`config.mk`:
```
export PLATFORM = sky130hd
export DESIGN_NAME = tff_seq_ctrl
export DESIGN_NICKNAME = d
export VERILOG_FILES = /design/src/rtl/tff_seq_ctrl.sv
export SDC_FILE = /design/constraint.sdc
export NUM_CORES = 1
export LEC_CHECK = 0
export CORE_ASPECT_RATIO = 0.8
export CORE_MARGIN = 3
export CORE_UTILIZATION = 40
export DETAILED_ROUTE_END_ITERATION = 10
export PLACE_DENSITY = 0.59
export SYNTH_ARGS = -nofsm -noshare
export SYNTH_HDL_FRONTEND = slang
export SYNTH_SLANG_ARGS = --single-unit
```
`constraint.sdc`:
```
create_clock -name clk -period 3.3 [get_ports clk]
set_clock_uncertainty 0.15 [all_clocks]
set_input_delay 0.825 -clock clk [delete_from_list [all_inputs] [get_ports clk]]
set_output_delay 0.825 -clock clk [all_outputs]
set_load 0.005 [all_outputs]
```
`src/rtl/tff_seq_ctrl.sv`:
```
// tff_seq_ctrl: drives a toggle-flip-flop chain with a programmable pulse train
// and counts the transitions seen at the chain's last stage.
//
// A sequence is len data pulses. Each pulse is one cycle of data_out=1, and
// consecutive pulses are separated by gap idle cycles. After the last pulse
// come two drain cycles so the final chain toggle can still be counted. A
// FINISH cycle then raises done for one cycle.
//
// Ports:
//   clk      rising-edge clock
//   rst      asynchronous reset, active low
//   start    begin a sequence (sampled only in IDLE)
//   len      pulse count, latched when start is accepted
//   gap      idle cycles between pulses, latched when start is accepted
//   abort    end the active sequence at the next edge
//   q_in     last stage of the toggle chain (synchronous to clk)
//   data_out toggle enable into the chain, high exactly while in PULSE
//   busy     high whenever the FSM is not in IDLE
//   done     one-cycle pulse on normal completion
//   aborted  one-cycle pulse after an abort
//   sent     pulses issued in the current or last sequence
//   q_edges  q_in transitions seen in the current or last sequence (saturating)
module tff_seq_ctrl #(
    parameter int CW = 8,
    parameter int GW = 4
) (
    input  logic          clk,
    input  logic          rst,
    input  logic          start,
    input  logic [CW-1:0] len,
    input  logic [GW-1:0] gap,
    input  logic          abort,
    input  logic          q_in,
    output logic          data_out,
    output logic          busy,
    output logic          done,
    output logic          aborted,
    output logic [CW-1:0] sent,
    output logic [CW-1:0] q_edges
);

    typedef enum logic [2:0] {
        IDLE, PULSE, GAP, DRAIN1, DRAIN2, FINISH
    } state_t;

    state_t        state, nxt;
    logic [CW-1:0] len_l;
    logic [CW-1:0] sent_nx;
    logic [GW-1:0] gap_l;
    logic [GW-1:0] gcnt;
    logic          q_d;
    logic          abort_hit;

    assign sent_nx   = sent + 1'b1;
    assign abort_hit = abort && (state != IDLE);

    always_comb begin
        nxt = state;
        case (state)
            IDLE:    if (start) nxt = (len == '0) ? DRAIN1 : PULSE;
            PULSE: begin
                if (sent_nx == len_l)  nxt = DRAIN1;
                else if (gap_l == '0)  nxt = PULSE;
                else                   nxt = GAP;
            end
            // gcnt counts the remaining gap cycles, including the current one.
            GAP:     nxt = (gcnt <= GW'(1)) ? PULSE : GAP;
            DRAIN1:  nxt = DRAIN2;
            DRAIN2:  nxt = FINISH;
            FINISH:  nxt = IDLE;
            default: nxt = IDLE;
        endcase
        // Abort overrides every other transition, including the exit from FINISH.
        if (abort_hit) nxt = IDLE;
    end

    // Each output is a registered decode of the next state. As a result the
    // outputs line up exactly with the state they describe.
    always_ff @(posedge clk or negedge rst) begin
        if (!rst) begin
            state    <= IDLE;
            len_l    <= '0;
            gap_l    <= '0;
            gcnt     <= '0;
            q_d      <= 1'b0;
            data_out <= 1'b0;
            busy     <= 1'b0;
            done     <= 1'b0;
            aborted  <= 1'b0;
            sent     <= '0;
            q_edges  <= '0;
        end else begin
            state    <= nxt;
            q_d      <= q_in;
            data_out <= (nxt == PULSE);
            busy     <= (nxt != IDLE);
            done     <= (nxt == FINISH);
            aborted  <= abort_hit;

            if (state == PULSE && nxt == GAP)
                gcnt <= gap_l;
            else if (nxt == IDLE)
                gcnt <= '0;
            else if (state == GAP)
                gcnt <= gcnt - 1'b1;

            if (state == IDLE && start) begin
                len_l   <= len;
                gap_l   <= gap;
                sent    <= '0;
                q_edges <= '0;
            end else if (state != IDLE && !abort) begin
                // An abort freezes both counters at their current values.
                if (state == PULSE)
                    sent <= sent_nx;
                if (q_in != q_d && q_edges != '1)
                    q_edges <= q_edges + 1'b1;
            end
        end
    end

endmodule

```
==> results.toml, run 1 <==
[critical_path]
path_cells = "clkdlybuf4s50_1, nand2_1, o211ai_2, nand2b_1, nor2_1, o21ai_2, mux2_2"
worst-path-buf-inv = 1
arrival_ns = 2.71
critPathRequiredTime_ns = 3.34
cp_top_family = "buffers and inverters"
crit_type = "input port to register"
cp_slowest_cell = "clkdlybuf4s50_1"
cpPeakStageDelay_ns = 0.66
start_kind = "input port"
regToRegEndpoint = "gcnt[1]"
reg2reg_depth = 7
endpoint_kind = "register"
cp_max_fo = 10
r2r_slack_ns = 0.79
r2r-start = "sent[0]"

[global_route]
grt-ovfl-total = 0
busiest_layer = "met1"
grt_pass1_wl_um = 8500
grt_usage = 0.174
use_met1 = 0.262
antenna_found_initial = 0
met2_usage = 0.240
grt_start_max_net_pins = 41
use_met3 = 0.0391
grt_pass1_vias = 1718

[timing]
post-route-period-util = 0.809
setup_viol = 0
slew_violations = 0
fin_crit_ns = 2.67
rsz0062_at_grt = "no"
hold_viol_final = 0
slew_headroom = 0.402
finalSetupTns_ns = 0
tightest_slew_ns = 0.897
fmax_ghz = 0.375

[synthesis]
netlist_instances = 232
ys.flop_type = "dfrtp_1"
synth_warnings = 0
netlist_area_um2 = 2160
synth_top_area_share = 0.463
syn_area_per_cell_um2 = 9.31
synth.top_cells.by_area = "dfrtp_1 46%, nand2_1 8.3%, xor2_1 4.1%"
ys_ff_latch = 40
async_flop_share = 1.00
synth_cell_types = 44
syn-num-nets = 253
yosys.area.top_type = "dfrtp_1"
seq_area_frac_synth = 0.463
synth_edf_count = 0

[min_path]
hold_path_depth = 2
min_from = "len_l[5]"
hp-class = "register to register"
whs_endpoint = "len_l[5]"

[clock_network]
numCtsBuffers = 5
clock_path_buffers = 2
clkSlewWorstSetupHoldPaths_ns = 0.08
clk_latency_ns = 0.30
clock_sinks = 40
ctsResizeCount = 0
cts_max_level = 2
tritoncts = "built"
post-cts-setup-buffers = 0
clockRootBuffer = "clkbuf_8"
ctsHoldBuffers = 0

[floorplan]
die_x_um = 88.2
pin_count = 37
die-area_um2 = 6330
rows = 23
core_area_um2 = 5120
die_y_um = 71.7
initial_utilization = 0.422

[layout]
nets = 290
instances_no_fill = 332
layout-drive-gt1-share = 0.0963
stdcell_area_um2 = 2660
seq_area_um2 = 1000
area_growth_pct = 23.3
multi_input_area_um2 = 1100
fill_cells = 501
diodes = 0

[power]
p_leak_uw = 0.00118
p_per_area_nw_per_um2 = 795
ir_drop_uv = 291

[placement]
io_buffers = 36
place_inst = 324
place_congestion = 0.819
dpl.hpwl_um = 3530
placed_area_um2 = 2570

[drt]
avgRoutedWirePerCell_um = 14.8
num_vias = 1770
firstDrtPassIters = 4
drtIter0Drc = 71
vias_per_cell = 5.33
postRouteAntennaNets = 0
drc = 0
wirelength_um = 4920

[flow_run]
maxCapViolations = 0

[run_status]
status = "finished, final reports clean"
[registers in the layout (all words and copies together) (netlist names)]
signal and flops:
aborted 1, done 1, data_out 1, q_d 1, len_l 8, q_edges 8, sent 8, gcnt 4
gap_l 4, busy 1, state 3
[area by class of cell]
cell class,instances,area share
multi-input cells,179,0.413
flip-flops and latches,40,0.376
repair buffers,39,0.142
clock buffers,6,0.0310
well taps,62,0.0291
inverters,4,0.00564
clock inverters,2,0.00376
[metal layers]
| layer | wire [µm] | vias up |
|---|---|---|
| met5 | 0 | - |
| met4 | 80 | 0 |
| met3 | 235 | 8 |
| met2 | 2030 | 43 |
| met1 | 2580 | 839 |
| li1 | - | 880 |
[kinds of logic after synthesis]
logic type	share of synthesized area
and+or+nand+nor	0.239
AOI/OAI and AO/OA	0.144
DFF	0.463
xor gates and xnor gates	0.0770
buffers and inverters	0.0278
muxes	0.0255
adders and majority gates	0.0232
[synth_stat cells, types with 2 or more instances]
library cell and count:
and4_1 2, nor3b_1 3, nand2_1 48, and3_2 2, o211ai_1 2, nor4_1 3
xnor2_1 9, mux2_2 4, buf_4 2, o211a_1 2, and2_1 3, ha_1 4
and3_1 2, dfrtp_1 40, xor2_1 10, inv_1 4, nor2b_1 2, clkbuf_1 4
a21oi_1 6, or2_2 2, nand4_1 3, or3_1 3, o21ai_0 16, nor2_1 21
nand2b_1 3, o31ai_1 5, buf_2 3, nand3_1 7, a211oi_1 2
[how the worst max path moves through the flow]
| stage | cells after the start | to | from |
|---|---|---|---|
| 6_report | 7 | gcnt[1] | abort |
| 3_3_place_gp | 7 | gcnt[1] | abort |
| 5_1_grt | 7 | gcnt[0] | abort |
| 3_5_place_dp | 7 | gcnt[1] | abort |
| 2_1_floorplan | 7 | gcnt[0] | abort |
| 4_1_cts | 7 | gcnt[1] | abort |
[per-stage QoR]
step / worst slack (ns) / total power (µW) / utilization / hold WS [ns]
floorplan: 0.932 / 1470 / - / 0.314
global placement: 0.362 / 1780 / 0.502 / 0.336
detailed placement: 0.330 / 1780 / 0.502 / 0.335
CTS: 0.632 / 2140 / 0.520 / 0.354
global route: 0.498 / 2300 / 0.520 / 0.378
finish: 0.631 / 2120 / 0.520 / 0.347
[worst reg2reg max path, delay by kind of cell (launching register included)]
family / cells / cell delay [ns]
DFF: 1 / 0.51
AOI/OAI and AO/OA: 2 / 0.47
and+or+nand+nor: 3 / 0.58
adders and majority gates: 1 / 0.32
muxes: 1 / 0.37
[power by group]
| group | internal, µW | switching, µW |
|---|---|---|
| sequential | 645 | 193 |
| combinational | 453 | 480 |
| clock | 167 | 180 |
| total | 1270 | 853 |
[layout by cell type (no fill, tap or decap), types with 3 or more instances in the layout]
master / synthesis / routed
clkbuf_8: 0 / 6
xnor2_1: 9 / 9
nor4_1: 3 / 3
o31ai_1: 5 / 5
nand2b_1: 3 / 3
ha_1: 4 / 4
mux2_2: 4 / 4
nand2_1: 48 / 48
nor2_1: 21 / 21
clkdlybuf4s50_1: 0 / 35
or3_1: 3 / 3
a21oi_1: 6 / 6
xor2_1: 10 / 10
nor3b_1: 3 / 3
inv_1: 4 / 4
o21ai_0: 16 / 16
dfrtp_1: 40 / 40
buf_4: 2 / 3
nand4_1: 3 / 3
and2_1: 3 / 3
nand3_1: 7 / 7
Power figures use the tool's default switching activity.
==> run 2: changes to the inputs <==
Clock period 3.3 ns to 2.7 ns, I/O delays scaled along.
==> run 2 against run 1 <==
  * Combinational power increased by 26%
  * Non-clock buffer count increased by 6
  * Utilization increased by 1.2 points
  * Critical path depth unchanged
  * Die area unchanged
  * Via count increased by 0.79%
  * First-iteration DRC count decreased by 14%
  * Routed wire length decreased by 3.3%
  * Register-to-register slack got worse by 0.53 ns
  * Cell area increased by 2.4%
  * Hold slack got worse by 0.063 ns
  * Flip-flop and latch count unchanged
==> results.toml, run 2 (synthesis gave the netlist of run 1 again) <==
[clock_network]
clock_sinks = 40
ctsHoldBuffers = 0
numCtsBuffers = 5
post-cts-setup-buffers = 0
ctsResizeCount = 0
clock_path_buffers = 2
clk_latency_ns = 0.29
clkSlewWorstSetupHoldPaths_ns = 0.09
cts_max_level = 2
clockRootBuffer = "clkbuf_8"
tritoncts = "built"

[drt]
vias_per_cell = 5.28
drc = 0
num_vias = 1784
postRouteAntennaNets = 0
wirelength_um = 4750
avgRoutedWirePerCell_um = 14.1
drtIter0Drc = 61
firstDrtPassIters = 4

[critical_path]
cp.depth = 7
cp_max_fo = 8
cpPeakStageDelay_ns = 0.47
cp_slowest_cell = "dfrtp_1"
crit_type = "register to register"
arrival_ns = 2.47
critPathRequiredTime_ns = 2.74
endpoint_kind = "register"
cp_top_family = "simple AND/OR/NAND/NOR gates"
worst-path-buf-inv = 0
start_kind = "register"
path_cells = "ha_1, and3_1, nand3_1, a21oi_1, nand4_1, o21ai_2, mux2_2"
reg2reg_depth = 7

[placement]
placed_area_um2 = 2620
place_congestion = 0.803
post-place-ws_ns = 0.0964
dpl.hpwl_um = 3470
io_buffers = 36

[floorplan]
initial_utilization = 0.422
rows = 23
core_area_um2 = 5120
die_x_um = 88.2
die_y_um = 71.7
die-area_um2 = 6330
pin_count = 37

[layout]
layout_commonest_cell = "nand2_1"
diodes = 0
area_growth_pct = 26.2
stdcell_area_um2 = 2730
layout_common_cells = "48 x nand2_1, 40 x dfrtp_1, 35 x clkdlybuf4s50_1"
top_regs = "len_l: 8 flops, q_edges: 8 flops, sent: 8 flops"
nets = 296
layout-drive-gt1-share = 0.116

[power]
ir_drop_uv = 433
p_leak_uw = 0.00121
p_per_area_nw_per_um2 = 985

[run_status]
status = "finished, final reports clean"

[min_path]
hp-class = "input port to asynchronous set/reset pin"

[timing]
setup_viol = 0
hold_viol_final = 0
final.setup.worst_slack_ns = 0.262
slew_headroom = 0.613
tightest_slew_ns = 0.575
rsz0062_at_grt = "no"
slew_violations = 0
hold_ws_ns = 0.284
finalSetupTns_ns = 0
fin_crit_ns = 2.44
fmax_ghz = 0.410
post-route-period-util = 0.903

[global_route]
antenna_found_initial = 0
grt_pass1_wl_um = 8200
grt-ovfl-total = 0
grt_usage = 0.165
grt_start_max_net_pins = 41
grt_pass1_vias = 1740

[flow_run]
maxCapViolations = 0
-- run 2: changes by cell type in the layout (fill, tap and decap cells not counted) --
cell	delta
clkbuf_8	-1
bufinv_16	+1
clkinvlp_4	+1
clkinv_2	-1
buf_4	+6
-- run 2: power by group --
part	total, µW	internal [µW]	switching, µW
clock	489	274	216
combinational	1180	592	592
sequential	1010	789	223
-- run 2: area by class of cell --
cell class,count,area [µm²]
multi-input cells,179,1100
repair buffers,45,423
well taps,62,77.6
fillers,518,2390
inverters,4,15.0
clock inverters,3,42.5
clock buffers,5,68.8
flip-flops and latches,40,1000
-- run 2: final timing paths --
path,end,slack [ns],from
worst min-delay path,gap_l[1],0.28,rst
max in group asynchronous,q_edges[0],1.76,rst
worst max-delay path,gcnt[0],0.26,sent[0]
min in group clk,len_l[1],0.35,len_l[1]
worst max register to register,gcnt[0],0.26,sent[0]
worst min register to register,len_l[1],0.35,len_l[1]
-- run 2: per-stage QoR --
stage | total power, µW | std cells | utilization
6_report | 2690 | 338 | 0.532
5_1_grt | 2920 | 338 | 0.532
4_1_cts | 2710 | 338 | 0.532
3_5_place_dp | 2210 | 330 | 0.511
3_3_place_gp | 2200 | 330 | 0.511
2_1_floorplan | 1800 | 232 | -
-- run 2: layer usage --
layer,GRT usage,wire length [µm],vias to the layer above
li1,-,-,894
met1,0.245,2530,857
met2,0.247,2040,29
met3,0.0345,143,4
met4,0.0352,35,0
met5,0,0,-
==> run 3: changes to the inputs <==
Settings changed: RECOVER_POWER set to 25.
==> run 3 against run 2 <==
  * Non-clock buffer count unchanged
  * Routed wire length is the same
  * Hold slack improved by 0.067 ns
  * Critical path depth did not move
  * Count of clock-buffer cells in the layout is the same
  * Critical endpoint unchanged
==> results.toml, run 3 (synthesis gave the netlist of run 1 again) <==
[layout]
area_growth_pct = 26.1
layout_common_cells = "48 x nand2_1, 40 x dfrtp_1, 35 x clkdlybuf4s50_1"
layout-drive-gt1-share = 0.116
diodes = 0
top_regs = "len_l: 8 flops, q_edges: 8 flops, sent: 8 flops"
layout_commonest_cell = "nand2_1"
nets = 296

[power]
p_per_area_nw_per_um2 = 986
p_leak_uw = 0.00121
swShare = 0.384
total_power_uw = 2690
switching_power_uw = 1030
p_int_uw = 1650
ir_drop_uv = 433
combPwrFrac = 0.441
pwr-share-clk = 0.182
power_frac_seq = 0.377

[global_route]
grt_usage = 0.165
grt_pass1_vias = 1740
antenna_found_initial = 0
grt_start_max_net_pins = 41
grt_pass1_wl_um = 8200
grt-ovfl-total = 0

[critical_path]
crit_type = "register to register"
cp-startpoint = "sent[0]"
critPathRequiredTime_ns = 2.74
endpoint_kind = "register"
cp_max_fo = 8
arrival_ns = 2.47
start_kind = "register"
r2r-start = "sent[0]"

[clock_network]
clkSlewWorstSetupHoldPaths_ns = 0.09
post-cts-setup-buffers = 0
tritoncts = "built"
numCtsBuffers = 5
clock_path_buffers = 2
ctsHoldBuffers = 0
cts_max_level = 2
clock_sinks = 40
ctsResizeCount = 0
clk_latency_ns = 0.29
clockRootBuffer = "clkbuf_8"

[drt]
num_vias = 1785
wirelength_um = 4750
avgRoutedWirePerCell_um = 14.1
drc = 0
postRouteAntennaNets = 0
firstDrtPassIters = 4
drtIter0Drc = 61
vias_per_cell = 5.28

[floorplan]
die_x_um = 88.2
pin_count = 37
die-area_um2 = 6330
core_area_um2 = 5120
die_y_um = 71.7
initial_utilization = 0.422
rows = 23

[flow_run]
maxCapViolations = 0

[timing]
slew_headroom = 0.334
post-route-period-util = 0.903
slew_violations = 0
fmax_ghz = 0.410
setup_viol = 0
finalSetupTns_ns = 0
fin_crit_ns = 2.44
rsz0062_at_grt = "no"
hold_viol_final = 0
tightest_slew_ns = 1.00

[placement]
place_congestion = 0.803
io_buffers = 36
dpl.hpwl_um = 3470

[min_path]
min_from = "len_l[1]"
hp-class = "register to register"

[run_status]
status = "finished, final reports clean"
-- run 3: cell types whose count changed in the layout (fill, tap and decap cells not counted) --
cell	before	now
buf_4	9	8
clkbuf_2	0	1
-- run 3: critical path, cell delays in order, from the launching register on --
cell     delay (ns)
dfrtp_1        0.47
ha_1           0.32
and3_1         0.21
nand3_1        0.15
a21oi_1        0.17
nand4_1        0.21
o21ai_2        0.28
mux2_2         0.36
-- run 3: metrics by stage --
stage | cells | hold WS (ns) | utilization | worst slack (ns) | instance area (µm²)
after global placement | 330 | 0.334 | 0.511 | 0.194 | 2620
after CTS | 338 | 0.305 | 0.532 | 0.263 | 2730
after detailed placement | 330 | 0.337 | 0.511 | 0.0964 | 2620
final | 338 | 0.351 | 0.532 | 0.262 | 2730
after floorplan | 232 | 0.229 | - | 0.482 | 2160
after global routing | 338 | 0.379 | 0.532 | 0.0932 | 2730
-- run 3: path summary, 6_finish.rpt --
check / end / slack, ns / depth (start not counted)
max: gcnt[0] / 0.26 / 7
min: len_l[1] / 0.35 / 2
max reg2reg: gcnt[0] / 0.26 / 7
min reg2reg: len_l[1] / 0.35 / 2
max in group asynchronous: q_edges[0] / 1.31 / 2
min in group asynchronous: gap_l[1] / 0.47 / 2
-- run 3: power groups by stage --
stage	clock, µW	combinational, µW	sequential [µW]
floorplan	0	866	936
global placement	0	1180	1020
detailed placement	0	1190	1020
CTS	500	1200	1010
global route	528	1340	1050
finish	489	1180	1010
-- run 3: per-layer routing --
layer / global-route usage / vias up / share of wire
li1: - / 894 / -
met1: 0.245 / 858 / 0.53
met2: 0.247 / 29 / 0.43
met3: 0.0345 / 4 / 0.030
met4: 0.0352 / 0 / 0.0074
met5: 0 / - / 0
-- run 3: final cells by class --
class	count	area, µm²
clock buffer	5	68.8
clock inverter	3	42.5
fill	519	2400
inverter	4	15.0
multi-input combinational	179	1100
sequential	40	1000
tap	62	77.6
timing repair buffer	45	420
